File: src/rtl/spi_arb_pkg.sv
// Shared constants for the SPI frame arbiter: FSM state codes, requester indices, byte width.
package spi_arb_pkg;

  localparam int unsigned BITS_PER_BYTE = 8;
  localparam int unsigned NUM_REQ       = 2;
  localparam int unsigned REQ_CPU       = 0;
  localparam int unsigned REQ_REFRESH   = 1;

  localparam logic [1:0] ST_IDLE  = 2'd0;
  localparam logic [1:0] ST_SHIFT = 2'd1;
  localparam logic [1:0] ST_WAIT  = 2'd2;
  localparam logic [1:0] ST_LOAD  = 2'd3;

  typedef logic [BITS_PER_BYTE-1:0] byte_t;

endpackage

File: src/rtl/spi_shift_engine.sv
// Serialises one byte MSB first on sck/mosi; done_c_o flags the cycle of the last falling sck edge.
module spi_shift_engine
  import spi_arb_pkg::*;
#(
  parameter int unsigned CLK_DIV  = 2,
  parameter bit          MOSI_INV = 1'b1
) (
  input  logic  clk,
  input  logic  rst_n,
  input  logic  start_i,
  input  byte_t data_i,
  output logic  sck_o,
  output logic  mosi_o,
  output logic  done_c_o
);

  localparam int unsigned DIV_W = 4;
  localparam int unsigned IDX_W = $clog2(BITS_PER_BYTE);
  localparam logic [DIV_W-1:0] DIV_LAST = DIV_W'(CLK_DIV - 1);
  localparam logic [IDX_W-1:0] IDX_MSB  = IDX_W'(BITS_PER_BYTE - 1);

  logic             active_q, active_d;
  logic [DIV_W-1:0] div_q, div_d;
  logic [IDX_W-1:0] idx_q, idx_d;
  byte_t            data_q, data_d;
  logic             sck_q, sck_d;
  logic             mosi_q, mosi_d;
  logic             terminal_c;

  assign terminal_c = (div_q == DIV_LAST);
  assign done_c_o   = active_q & terminal_c & sck_q & (idx_q == '0);

  always_ff @(posedge clk or negedge rst_n) begin
    if (!rst_n) begin
      active_q <= 1'b0;
      div_q    <= '0;
      idx_q    <= '0;
      data_q   <= '0;
      sck_q    <= 1'b0;
      mosi_q   <= MOSI_INV;
    end else begin
      active_q <= active_d;
      div_q    <= div_d;
      idx_q    <= idx_d;
      data_q   <= data_d;
      sck_q    <= sck_d;
      mosi_q   <= mosi_d;
    end
  end

  // Falling sck edges advance the bit; mosi holds after the last bit until the next start.
  always_comb begin
    active_d = active_q;
    div_d    = div_q;
    idx_d    = idx_q;
    data_d   = data_q;
    sck_d    = sck_q;
    mosi_d   = mosi_q;
    if (start_i) begin
      active_d = 1'b1;
      div_d    = '0;
      idx_d    = IDX_MSB;
      data_d   = data_i;
      sck_d    = 1'b0;
      mosi_d   = data_i[BITS_PER_BYTE-1] ^ MOSI_INV;
    end else if (active_q) begin
      if (terminal_c) begin
        div_d = '0;
        sck_d = ~sck_q;
        if (sck_q) begin
          if (idx_q == '0) begin
            active_d = 1'b0;
          end else begin
            idx_d  = IDX_W'(idx_q - IDX_W'(1));
            mosi_d = data_q[IDX_W'(idx_q - IDX_W'(1))] ^ MOSI_INV;
          end
        end
      end else begin
        div_d = DIV_W'(div_q + DIV_W'(1));
      end
    end
  end

  assign sck_o  = sck_q;
  assign mosi_o = mosi_q;

endmodule

File: src/rtl/spi_frame_arbiter.sv
// Round-robin per-frame arbiter and frame FSM for the shared SPI output channel.
// Optional mid-frame starvation abort is built when SPI_TIMEOUT_EN is defined.
module spi_frame_arbiter
  import spi_arb_pkg::*;
#(
  parameter int unsigned CLK_DIV  = 2,
  parameter int unsigned LOAD_LEN = 2,
  parameter bit          MOSI_INV = 1'b1,
  parameter int unsigned TIMEOUT  = 255
) (
  input  logic               clk,
  input  logic               rst_n,
  input  logic [NUM_REQ-1:0] req_valid_i,
  output logic [NUM_REQ-1:0] req_ready_o,
  input  logic [7:0]         req_data0_i,
  input  logic [7:0]         req_data1_i,
  input  logic [NUM_REQ-1:0] req_last_i,
  output logic [NUM_REQ-1:0] grant_o,
  output logic               busy_o,
  output logic               sck_o,
  output logic               mosi_o,
  output logic               load_o,
  output logic               abort_o
);

  localparam int unsigned LCNT_W = 3;
  localparam logic [LCNT_W-1:0] LCNT_LAST = LCNT_W'(LOAD_LEN - 1);
  // An out-of-range configuration never grants the channel.
  localparam bit CFG_OK = (CLK_DIV >= 1) && (CLK_DIV <= 15) && (LOAD_LEN >= 1) &&
                          (LOAD_LEN <= 7) && (TIMEOUT >= 1);

  logic [1:0]         state_q, state_d;
  logic               owner_q, owner_d;
  logic               last_q, last_d;
  logic               rr_q, rr_d;
  logic [LCNT_W-1:0]  lcnt_q, lcnt_d;
  logic [NUM_REQ-1:0] grant_q, grant_d;
  logic               busy_q, busy_d;
  logic               load_q, load_d;

  logic               cand_c, any_c, sel_c, hs_c, shift_done_c;
  logic [NUM_REQ-1:0] ready_c;
  byte_t              byte_c;

`ifdef SPI_TIMEOUT_EN
  localparam int unsigned WCNT_W = (TIMEOUT < 2) ? 1 : $clog2(TIMEOUT);
  localparam logic [WCNT_W-1:0] WCNT_LAST = WCNT_W'(TIMEOUT - 1);
  logic [WCNT_W-1:0] wcnt_q, wcnt_d;
  logic              abort_q, abort_d;
`endif

  // Candidate selection and handshake; the non-owner is never served mid-frame.
  always_comb begin
    any_c   = (|req_valid_i) && CFG_OK;
    cand_c  = (&req_valid_i) ? rr_q : req_valid_i[REQ_REFRESH];
    ready_c = '0;
    if (rst_n) begin
      if ((state_q == ST_IDLE) && any_c) begin
        ready_c[cand_c] = 1'b1;
      end else if (state_q == ST_WAIT) begin
        ready_c[owner_q] = 1'b1;
      end
    end
    sel_c  = (state_q == ST_WAIT) ? owner_q : cand_c;
    hs_c   = |(req_valid_i & ready_c);
    byte_c = (sel_c == 1'(REQ_REFRESH)) ? req_data1_i : req_data0_i;
  end

  spi_shift_engine #(
    .CLK_DIV  (CLK_DIV),
    .MOSI_INV (MOSI_INV)
  ) u_shift (
    .clk      (clk),
    .rst_n    (rst_n),
    .start_i  (hs_c),
    .data_i   (byte_c),
    .sck_o    (sck_o),
    .mosi_o   (mosi_o),
    .done_c_o (shift_done_c)
  );

  always_ff @(posedge clk or negedge rst_n) begin
    if (!rst_n) begin
      state_q <= ST_IDLE;
      owner_q <= 1'b0;
      last_q  <= 1'b0;
      rr_q    <= 1'b0;
      lcnt_q  <= '0;
      grant_q <= '0;
      busy_q  <= 1'b0;
      load_q  <= 1'b0;
`ifdef SPI_TIMEOUT_EN
      wcnt_q  <= '0;
      abort_q <= 1'b0;
`endif
    end else begin
      state_q <= state_d;
      owner_q <= owner_d;
      last_q  <= last_d;
      rr_q    <= rr_d;
      lcnt_q  <= lcnt_d;
      grant_q <= grant_d;
      busy_q  <= busy_d;
      load_q  <= load_d;
`ifdef SPI_TIMEOUT_EN
      wcnt_q  <= wcnt_d;
      abort_q <= abort_d;
`endif
    end
  end

  always_comb begin
    state_d = state_q;
    owner_d = owner_q;
    last_d  = last_q;
    rr_d    = rr_q;
    lcnt_d  = lcnt_q;
    grant_d = grant_q;
`ifdef SPI_TIMEOUT_EN
    wcnt_d  = wcnt_q;
    abort_d = 1'b0;
`endif
    case (state_q)
      ST_IDLE: begin
        if (hs_c) begin
          state_d         = ST_SHIFT;
          owner_d         = cand_c;
          last_d          = req_last_i[cand_c];
          grant_d         = '0;
          grant_d[cand_c] = 1'b1;
        end
      end
      ST_SHIFT: begin
        if (shift_done_c) begin
          if (last_q) begin
            state_d = ST_LOAD;
            lcnt_d  = '0;
          end else begin
            state_d = ST_WAIT;
`ifdef SPI_TIMEOUT_EN
            wcnt_d  = '0;
`endif
          end
        end
      end
      ST_WAIT: begin
        if (hs_c) begin
          state_d = ST_SHIFT;
          last_d  = req_last_i[owner_q];
        end
`ifdef SPI_TIMEOUT_EN
        else if (wcnt_q == WCNT_LAST) begin
          state_d = ST_IDLE;
          grant_d = '0;
          rr_d    = ~owner_q;
          abort_d = 1'b1;
        end else begin
          wcnt_d = WCNT_W'(wcnt_q + WCNT_W'(1));
        end
`endif
      end
      ST_LOAD: begin
        if (lcnt_q == LCNT_LAST) begin
          state_d = ST_IDLE;
          grant_d = '0;
          rr_d    = ~owner_q;
        end else begin
          lcnt_d = LCNT_W'(lcnt_q + LCNT_W'(1));
        end
      end
      default: state_d = ST_IDLE;
    endcase
    busy_d = (state_d != ST_IDLE);
    load_d = (state_d == ST_LOAD);
  end

  assign req_ready_o = ready_c;
  assign grant_o     = grant_q;
  assign busy_o      = busy_q;
  assign load_o      = load_q;
`ifdef SPI_TIMEOUT_EN
  assign abort_o     = abort_q;
`else
  assign abort_o     = 1'b0;
`endif

endmodule

File: config.mk
export PLATFORM = sky130hd
export DESIGN_NAME = spi_frame_arbiter
export DESIGN_NICKNAME = d
export VERILOG_FILES = /design/src/rtl/spi_arb_pkg.sv /design/src/rtl/spi_shift_engine.sv /design/src/rtl/spi_frame_arbiter.sv
export SDC_FILE = /design/constraint.sdc
export NUM_CORES = 1
export LEC_CHECK = 0
export BUFFER_PORTS_ARGS = -buffer_cell sky130_fd_sc_hd__buf_2
export CORE_ASPECT_RATIO = 1.25
export CORE_MARGIN = 5
export CORE_UTILIZATION = 25
export DETAILED_ROUTE_END_ITERATION = 8
export GPL_TIMING_DRIVEN = 1
export SYNTH_ARGS = -nofsm -noshare
export SYNTH_HDL_FRONTEND = slang
export SYNTH_SLANG_ARGS = --single-unit
File: constraint.sdc
create_clock -name clk -period 2.2 [get_ports clk]
set_clock_uncertainty 0.1 [all_clocks]
set_input_delay 0.44 -clock clk [delete_from_list [all_inputs] [get_ports clk]]
set_output_delay 0.44 -clock clk [all_outputs]
set_load 0.01 [all_outputs]
* Yosys cells after proc, flatten, opt, wreduce, memory -nomap -nowiden
Cells that the tools add are included.
** Cells by class
- $lt $le $gt $ge :: 5
- Bitwise gates (word level) :: 8
- Reduce and logical (&&, ||, !) cells :: 23
- Add/sub/neg operators :: 3
- Equality and inequality tests :: 13
- Multiplexer cells :: 52
** Operator list (count)
- $mux 1 :: 25
- $mux 3 :: 8
- $mux 2 :: 8
- $ne 2x2->1 const B :: 7
- $reduce_bool 2->1 :: 7
- $mux 4 :: 3
- $mux 8 :: 1
- $reduce_and 2->1 :: 4
- $reduce_and 4->1 :: 2
- $eq 2x2->1 const B :: 3
- $pmux 2 s3 :: 1
- $pmux 3 s2 :: 1
- $reduce_and 3->1 :: 2
- $reduce_or 2->1 :: 3
- $add 4x1->4 const B :: 1
- $eq 4x1->1 const B :: 1
- $lt 1x2->1 const B :: 2
- $lt 3x4->1 const B :: 1
- $not 1->1 :: 4
- $pmux 2 s2 :: 1
- $add 3x1->3 const B :: 1
- $and 1x1->1 :: 3
- $bmux 1 s3 :: 1
- $eq 3x1->1 const B :: 1
- 9 further kinds :: 13
** Word-level totals
- Output and inout port bits :: 9
- Bits of input ports :: 22
- Word-level logic and storage cells :: 118
- Register bits :: 30

* Longest topological paths before layout
Gate-level depths: netlist (run 1).
- Depth in word-level cells :: 13
- Depth in mapped cells :: 7
- Gate-level depth less buffers :: 7

* Modules after synthesis
Synthesis (run 1) repeated with hierarchy kept, for this count alone.
** Unflattened totals
- Cell total of the unflattened synthesis :: 155
- Area, all modules :: 1696.6 sq um
** By module, submodules not included
- spi_shift_engine :: sequential area each 451.7 sq um, times used 1, area each 899.6 sq um, cells an instance 74
- spi_frame_arbiter :: sequential area each 300.3 sq um, times used 1, area each 797.0 sq um, cells an instance 81

* Worst setup path after synthesis (run 1)
Ideal clock, no wire load.
- Path type :: reg-to-reg
- Start :: register u_shift.idx_q[0]
- End :: register lcnt_q[1]
- Cell stages (with the launch flop) :: 8
- Arrival time :: 1557 ps
- Buffers on the path :: 0
- Slack :: 421 ps
- Library setup time :: 121 ps
- Required time :: 1979 ps
- Cell sequence :: dfrtp_1 > inv_1 > ha_1 > nor2b_1 > and3_1 > a21o_1 > a21boi_2 > o22a_1
** Between the ends
- Word-level cells in the longest chain between the ends :: 4
** Ends and longest elaborated chain
- start, declared :: line spi_shift_engine.sv:24 : logic [IDX_W-1:0] idx_q, idx_d;
- start signal, assigned :: line spi_shift_engine.sv:44 : idx_q <= idx_d;
- $logic_not 3->1 :: line spi_shift_engine.sv:31 : assign done_c_o = active_q & terminal_c & sck_q & (idx_q == '0);
- $and 1x1->1 :: line spi_shift_engine.sv:31
- $ne 2x2->1 (no line)
- $reduce_and 4->1 (no line)
- end signal, assigned :: line spi_frame_arbiter.sv:101 : lcnt_q <= lcnt_d;
- end, declared :: line spi_frame_arbiter.sv:36 : logic [LCNT_W-1:0] lcnt_q, lcnt_d;
No other way between the ends.
A chain may end at the register's enable or synchronous reset.

* Final worst setup path (run 1)
Same ends and word-level chain as after synthesis.

==> results of run 1 <==
-- state kept, by name, summed over array words and instances, names as in the netlist, 2 cells and up --
signal / count
u_shift.data_q: 8
u_shift.div_q: 4
lcnt_q: 3
u_shift.idx_q: 3
grant_o: 2
state_q: 2
-- synthesized netlist by cell type (3+ instances only) --
| master | count |
|---|---|
| a21oi_1 | 6 |
| buf_2 | 3 |
| dfrtp_1 | 29 |
| ha_1 | 6 |
| inv_1 | 8 |
| mux2i_1 | 12 |
| nand2_1 | 29 |
| nand3_1 | 6 |
| nand4_1 | 3 |
| nor2_1 | 13 |
| o21ai_0 | 5 |
| o21ai_1 | 11 |
| xor2_1 | 3 |
-- kinds of logic after synthesis --
kind of cell               count (synthesis)  synth area share
DFF                                       30             0.442
muxes                                     16             0.112
buffers and inverters                     16            0.0507
xor gates and xnor gates                   5            0.0257
adders and majority gates                  6            0.0441
other                                      1           0.00220
and+or+nand+nor                           66             0.190
AOI/OAI and AO/OA                         34             0.133
-- metal layers --
| layer | routed length, um | vias up | GRT usage |
|---|---|---|---|
| li1 | - | 658 | - |
| met1 | 1650 | 614 | 0.111 |
| met2 | 1630 | 33 | 0.147 |
| met3 | 160 | 7 | 0.0242 |
| met4 | 76 | 0 | 0.0408 |
| met5 | 0 | - | 0 |
-- power groups by stage --
stage	Sequential (mW)	Combinational [mW]	Clock [mW]
floorplan	0.968	0.673	0
global placement	1.02	0.856	0
detailed placement	1.02	0.877	0
CTS	1.01	0.884	0.479
global route	1.04	0.994	0.503
finish	1.01	0.867	0.459
-- worst max-delay path: cells and delay by family, from the launching register on --
| kind | cells | cell delay, ns |
|---|---|---|
| buf+inv | 1 | 0.11 |
| fa+ha+maj | 1 | 0.16 |
| compound gates | 3 | 0.49 |
| simple gates | 2 | 0.58 |
| flops | 1 | 0.44 |
-- area by class of cell --
class	count	area share
Inverter	8	0.0147
Clock inverter	1	0.00246
Timing Repair Buffer	35	0.0934
Multi-Input combinational cell	128	0.424
Clock buffer	7	0.0424
Tap cell	87	0.0534
Sequential cell	30	0.369
-- worst paths after layout --
| check | from | end | slack, ns | cells past startpoint |
|---|---|---|---|---|
| min in group clk | req_data1_i[0] | u_shift.data_q[0]$_DFFE_PN0P_ | 0.32 | 3 |
| setup reg to reg | u_shift.idx_q[0]$_DFFE_PN0P_ | lcnt_q[1]$_DFFE_PN0P_ | 0.22 | 7 |
| max in group asynchronous | rst_n | u_shift.mosi_o$_DFFE_PN1P_ | 1.58 | 2 |
| hold reg to reg | u_shift.data_q[5]$_DFFE_PN0P_ | u_shift.data_q[5]$_DFFE_PN0P_ | 0.38 | 2 |
| setup / recovery | u_shift.idx_q[0]$_DFFE_PN0P_ | lcnt_q[1]$_DFFE_PN0P_ | 0.22 | 7 |
| hold / removal | rst_n | state_q[0]$_DFF_PN0_ | 0.10 | 2 |
-- per-stage QoR --
stage / hold WS [ns] / power, mW / cell area, sq um / setup WS [ns]
finish: 0.100 / 2.33 / 2040 / 0.222
global route: 0.131 / 2.54 / 2040 / 0.0544
CTS: 0.109 / 2.37 / 2040 / 0.197
detailed placement: 0.372 / 1.89 / 1950 / 0.226
global placement: 0.372 / 1.87 / 1950 / 0.294
floorplan: 0.0444 / 1.64 / 1700 / 0.421
-- cell usage in the layout (no fill, tap or decap), types with 2 or more instances in the layout --
cell type,instances
a211o_1,2
a21oi_1,6
buf_2,29
buf_4,6
clkbuf_8,6
dfrtp_1,29
ha_1,6
inv_1,8
mux2i_1,12
mux4_2,2
nand2_1,29
nand2b_1,2
nand3_1,6
nand4_1,3
nor2_1,13
nor2b_1,2
nor3_1,2
o21ai_0,5
o21ai_1,11
xnor2_1,2
xor2_1,3
==> run metrics, run 1 <==
outcome=completed; Post-synth EDFFs=0; FILL cells=720; largest net degree at the start of global routing=31; Flop pwr share=0.431; crit path DAT=2.05 ns; CP max-delay cell=dfrtp_1; area of the multi-input gates=865 sq um; Pwr per Cell Area=1140 nW/um^2; clk_lat worst skew=0.28 ns; part of the Yosys area used for sequential elements=0.442; GP Congestion=0.812; post-DR wirelength/cell=11.9 um; # diodes=0; layout cells sized above 1=0.263; post-route ant nets=0; Critical Path End Type=flop; vias post-DR=1312; GR Overflow Total=0; die area=8570 sq um; Syn Nets=202; peak supply drop=438 uV; Pleak=1.00 nW; CTS resizes=0; Die H=102 um; count of input and output buffers=29; dpl hpwl=2620 um; min-delay worst type=in -> async; CTS tree=done; drt total wl=3520 um; H-tree depth=2; row count=33; width of the die=83.8 um; Crit path required time=2.27 ns; CTS root buf=clkbuf_8; Async S/R FF share, synth=1.00; Yosys reg bits=30; Power Internal=1.48 mW; fin crit period=1.98 ns; Net Sw Frac=0.364; Synth Flop Type=dfrtp_1; area delta synth->final=19.6%; first-pass GRT wire length=6170 um; RSZ-0062 raised after global routing=false; # hold bufs at CTS=0; crit share post-route=0.899; critical path launch point type=flop; Synth cell types=45; syn avg cell area=9.79 sq um; number of global-route vias before repair=1355; vias per inst=4.43; iteration count of the initial detailed-routing pass=4; Core Footprint=6610 sq um; Placed Instances=288; Pins Over Slew Limit=0; initial antenna violation count=0; Psw=0.849 mW; Reg area=752 sq um; post-CTS setup buffers=0; IO Count=31; CTS Buf Count=5; Global Route Usage Sum=0.0897; post-synth top area share=0.426; area leader, netlist=dfrtp_1; max_cap viols=0; critical path class=reg -> reg; Finish-stage setup viols=0; fin cells=296; utilization after layout=0.308; clock power share=0.197; fmax=0.506 GHz; Reg clk slew, reported paths=0.06 ns; DRC viols=0; setup tns final=0 ns; power share of the combinational group=0.372; CP peak stage delay=0.44 ns; Sink Count=30; Critical Path, Cell by Cell=inv_1 > ha_1 > nor2b_1 > and3_1 > a21o_1 > a21boi_2 > o22a_1; Initial Utilization=0.258; Syn. warnings=0; Clock Path Buffers=2; DR iter-0 viols=36; Synth Cell Area=1700 sq um; Mapped Cells=174; Final Hold Viols=0; Worst Path Max Fanout=5; synth top area cells=dfrtp_1 (43%), mux2i_1 (7.1%), nand2_1 (6.4%); Nets=236
No activity file was read; power rests on OpenSTA's default activity.
==> run 2: changes to the inputs <==
Settings changed: CORE_UTILIZATION 25 to 45, PLACE_DENSITY set to 0.67.
==> run 2 against run 1 <==
  * Utilization rose by 22 points
  * Largest power group unchanged
  * Cell count fell by 17%
  * Power shrank 0.64%
  * First-iteration DRC count stayed put
  * Clock power fell by 4%
  * Sequential power about the same
  * Combinational power about the same
  * Maximum frequency decreased by 2.7%
  * Die area fell by 40%
  * Global-route usage rose by 7.1 points
  * Register-to-register slack got worse by 0.04 ns
  * Non-clock buffer count is 1 lower
==> run metrics, run 2 (synthesis gave the netlist of run 1 again) <==
Core Footprint=3720 sq um; Die H=78.8 um; vias per inst=5.59; post-DR wirelength/cell=14.6 um; CTS Buf Count=5; Reg clk slew, reported paths=0.06 ns; CTS tree=done; RSZ-0062 raised after global routing=false; drt total wl=3590 um; outcome=completed; CP peak stage delay=0.58 ns; vias post-DR=1375; Top Usage Layer GRT=met2; CTS resizes=0; Worst Path Max Fanout=11; CP startpoint=state_q[1]$_DFF_PN0_; setup tns final=0 ns; Critical Path, Cell by Cell=buf_4 > nor2_1 > a21oi_1 > nor2_1 > buf_2; die area=5120 sq um; met2 Usage GRT=0.293; CTS root buf=clkbuf_8; largest net degree at the start of global routing=31; most frequent cells in the layout=nand2_1 (29), dfrtp_1 (29), buf_2 (29); width of the die=65.0 um; Nets=235; post-CTS setup buffers=0; min-delay worst type=in -> async; Sink Count=30; Reg2Reg Depth=7; CP bufs+invs=2; row count=25; # hold bufs at CTS=0; critical path depth=5; max_cap viols=0; Pwr per Cell Area=1180 nW/um^2; M3 GR Usage=0.0495; Finish-stage setup viols=0; Pins Over Slew Limit=0; IO Count=31; FF-to-FF Start=u_shift.idx_q[0]$_DFFE_PN0P_; dpl hpwl=2660 um; Clock Path Buffers=2; critical path launch point type=flop; area of the multi-input gates=865 sq um; GR Overflow Total=0; Final Hold Viols=0; Crit path required time=1.66 ns; number of global-route vias before repair=1458; GR Util met1=0.162; register with the most flip-flops=u_shift.data_q; critical path class=reg -> out; GP Congestion=0.769; peak supply drop=564 uV; # diodes=0; clk_lat worst skew=0.29 ns; Pleak=0.992 nW; crit share post-route=0.924; iteration count of the initial detailed-routing pass=4; Design Area, Final=1960 sq um; DR iter-0 viols=36; Cell Area, Placed=1880 sq um; Initial Utilization=0.457; Critical Path End Type=primary output; Largest register FFs=8; CP max-delay cell=dfrtp_1; fmax=0.492 GHz; initial antenna violation count=0; Reg area=752 sq um; Crit path top cell by count=nor2_1; Global Route Usage Sum=0.161; count of input and output buffers=29; layout cells sized above 1=0.257; DRC viols=0; post-route ant nets=0; area delta synth->final=15.2%; crit path DAT=1.49 ns; largest registers=u_shift.data_q: 8 flops, u_shift.div_q: 4 flops; fin crit period=2.03 ns; CP delay by family, top=flip-flops; first-pass GRT wire length=6320 um; FILL cells=340; H-tree depth=2
run 2: changes by cell type in the layout (fill, tap and decap cells not counted):
cell and delta:
clkbuf_1 -1, buf_4 -1, clkinv_2 -1
run 2: path summary, 6_finish.rpt:
| check | endpoint | slack (ns) |
|---|---|---|
| worst max-delay path | req_ready_o[1] | 0.17 |
| worst min-delay path | load_o$_DFF_PN0_ | 0.09 |
| worst max register to register | lcnt_q[1]$_DFFE_PN0P_ | 0.18 |
| worst min register to register | u_shift.data_q[2]$_DFFE_PN0P_ | 0.40 |
| max in group asynchronous | u_shift.mosi_o$_DFFE_PN1P_ | 1.58 |
| min in group clk | u_shift.data_q[2]$_DFFE_PN0P_ | 0.32 |
run 2: per-stage QoR:
step	utilization	hold WS (ns)	cells	worst slack (ns)	total power [mW]
6_report	0.527	0.0862	246	0.167	2.32
2_1_floorplan	-	0.0444	174	0.421	1.64
3_5_place_dp	0.505	0.382	240	0.183	1.89
4_1_cts	0.527	0.107	246	0.180	2.34
5_1_grt	0.527	0.125	246	0.0679	2.49
3_3_place_gp	0.505	0.368	240	0.315	1.84
run 2: final cells by class:
class                      instances  share of cell area
clock buffer                       6              0.0421
multi-input combinational        128               0.441
timing repair buffer              34              0.0931
sequential                        30               0.383
inverter                           8              0.0153
tap                               40              0.0255
run 2: layer usage:
layer	vias to the layer above	wire length, um	share of wire
met1	684	1460	0.41
met3	6	174	0.048
met2	25	1870	0.52
li1	660	-	-
met4	0	76	0.021
met5	-	0	0
run 2: power by group:
group	internal, mW	leakage, nW	switching [mW]
clock	0.241	0.0431	0.201
sequential	0.793	0.354	0.219
combinational	0.433	0.595	0.431
run 2: worst register-to-register path: stages (launching register included):
cell and delay (ns):
dfrtp_1 0.43, inv_1 0.11, ha_1 0.17, nor2b_1 0.31, and3_1 0.26, a21o_1 0.22, a21boi_2 0.09, o22a_1 0.22
==> run 3: changes to the inputs <==
Settings changed: CORE_MARGIN 5 to 1, RECOVER_POWER set to 100.
==> run 3 against run 2 <==
  * The run now ends with DRC, capacitance limit, slew limit left
  * Utilization grew 1.9 points
  * Global-route usage up 4.4 points
  * Flip-flop and latch count did not move
  * Via count is 4.2% lower
  * Register-to-register slack better by 0.05 ns
  * Cell area is 1.3% lower
  * Non-clock buffer count unchanged
  * Hold slack better by 0.25 ns
  * Critical path depth shrank 2
==> run metrics, run 3 (synthesis gave the netlist of run 1 again) <==
outcome=finished, violations left; failing checks=DRC, capacitance limit, slew limit; PnR worst setup slack=0.191 ns; Clock Path Buffers=2; CTS Buf Count=5; hold path depth=3; top sig layer=met4; Finish-stage setup viols=0; worst-margin pin slew=1.62 ns; initial antenna violation count=0; Cell Area, Placed=1880 sq um; met1 WL=1520 um; GR Overflow Total=0; vias per inst=5.33; GP Congestion=0.833; Global Route Usage Sum=0.206; layout cells sized above 1=0.197; pre-CTS setup slack=0.236 ns; row count=24; iteration count of the initial detailed-routing pass=6; # hold bufs at CTS=0; max_cap viols=1; vias post-DR=1317; first-pass GRT wire length=6290 um; Pins Over Slew Limit=31; Design Area, Final=1940 sq um; Nets=235; Pwr per Cell Area=1190 nW/um^2; CP max-delay cell=dfrtp_1; WL met3=144 um; fmax=0.498 GHz; fin crit period=2.01 ns; Reg2Reg Depth=7; Reg clk slew, reported paths=0.06 ns; Largest register FFs=8; clk_lat worst skew=0.29 ns; RSZ-0062 raised after global routing=false; post-DR wirelength/cell=14.1 um; Initial Utilization=0.481; IO Count=31; CTS resizes=0; peak supply drop=534 uV; routed wl met2=1770 um; post-route ant nets=0; CTS root buf=clkbuf_8; critical path depth=3; critical path launch point type=flop; CP peak stage delay=0.58 ns; # diodes=0; DR iter-0 viols=58; setup tns final=0 ns; die area=4040 sq um; number of global-route vias before repair=1466; Critical Path, Cell by Cell=a211o_1 > a21oi_1 > clkbuf_1; Pleak=0.942 nW; CP bufs+invs=1; most frequent cells in the layout=nand2_1 (29), dfrtp_1 (29), buf_2 (20); CTS tree=done; largest net degree at the start of global routing=31; H-tree depth=2; crit path DAT=1.47 ns; dpl hpwl=2560 um; Crit path required time=1.66 ns; critical path class=reg -> out; area delta synth->final=13.7%; FILL cells=311; largest registers=u_shift.data_q: 8 flops, u_shift.div_q: 4 flops; count of input and output buffers=29; min-delay worst type=in -> reg; crit share post-route=0.913; Worst Path Max Fanout=16; Final Hold Viols=0; DRC viols=2; width of the die=57.0 um; Core Footprint=3540 sq um; Critical Path End Type=primary output; CP delay by family, top=flip-flops; post-CTS setup buffers=0; register with the most flip-flops=u_shift.data_q; Die H=70.8 um; drt total wl=3490 um; Sink Count=30; Slew Limit Headroom=-0.0830
-- run 3: worst paths after layout --
| kind | from | to | slack, ns |
|---|---|---|---|
| max | state_q[1]$_DFF_PN0_ | req_ready_o[0] | 0.19 |
| min | req_data1_i[3] | u_shift.data_q[3]$_DFFE_PN0P_ | 0.34 |
| max reg2reg | u_shift.div_q[1]$_DFFE_PN0P_ | u_shift.idx_q[2]$_DFFE_PN0P_ | 0.23 |
| min reg2reg | u_shift.data_q[1]$_DFFE_PN0P_ | u_shift.data_q[1]$_DFFE_PN0P_ | 0.38 |
| max in group asynchronous | rst_n | u_shift.data_q[1]$_DFFE_PN0P_ | 0.46 |
| min in group asynchronous | rst_n | lcnt_q[2]$_DFFE_PN0P_ | 0.59 |
-- run 3: per-stage QoR --
stage	utilization	instances	hold slack (ns)	power, mW
after CTS	0.556	247	0.0992	2.36
after floorplan	-	174	0.0444	1.64
final	0.546	247	0.335	2.30
after global placement	0.530	239	0.374	1.83
after detailed placement	0.530	239	0.377	1.89
after global routing	0.546	247	0.345	2.51
-- run 3: area by class of cell --
class | count | area, sq um | share of cell area
Inverter | 8 | 30.0 | 0.0155
Sequential cell | 30 | 752 | 0.388
Clock inverter | 1 | 5.00 | 0.00259
Tap cell | 39 | 48.8 | 0.0252
Timing Repair Buffer | 34 | 160 | 0.0827
Clock buffer | 7 | 86.3 | 0.0446
Multi-Input combinational cell | 128 | 853 | 0.441
-- run 3: power breakdown --
group	switching [mW]	internal, mW	total (mW)
combinational	0.434	0.403	0.837
sequential	0.212	0.792	1.00
clock	0.207	0.252	0.458
-- run 3: worst reg2reg max path, delay by kind of cell (launching register included) --
family / cells / cell delay [ns]
flip-flops: 1 / 0.41
XOR/XNOR: 1 / 0.18
AND/OR/NAND/NOR: 4 / 0.93
adder cells (fa/ha/maj): 1 / 0.15
buffers and inverters: 1 / 0.07
-- run 3: metal layers --
layer,vias up,track usage
met5,-,0
met4,0,0.100
met3,6,0.0768
met2,32,0.342
met1,620,0.230
li1,659,-
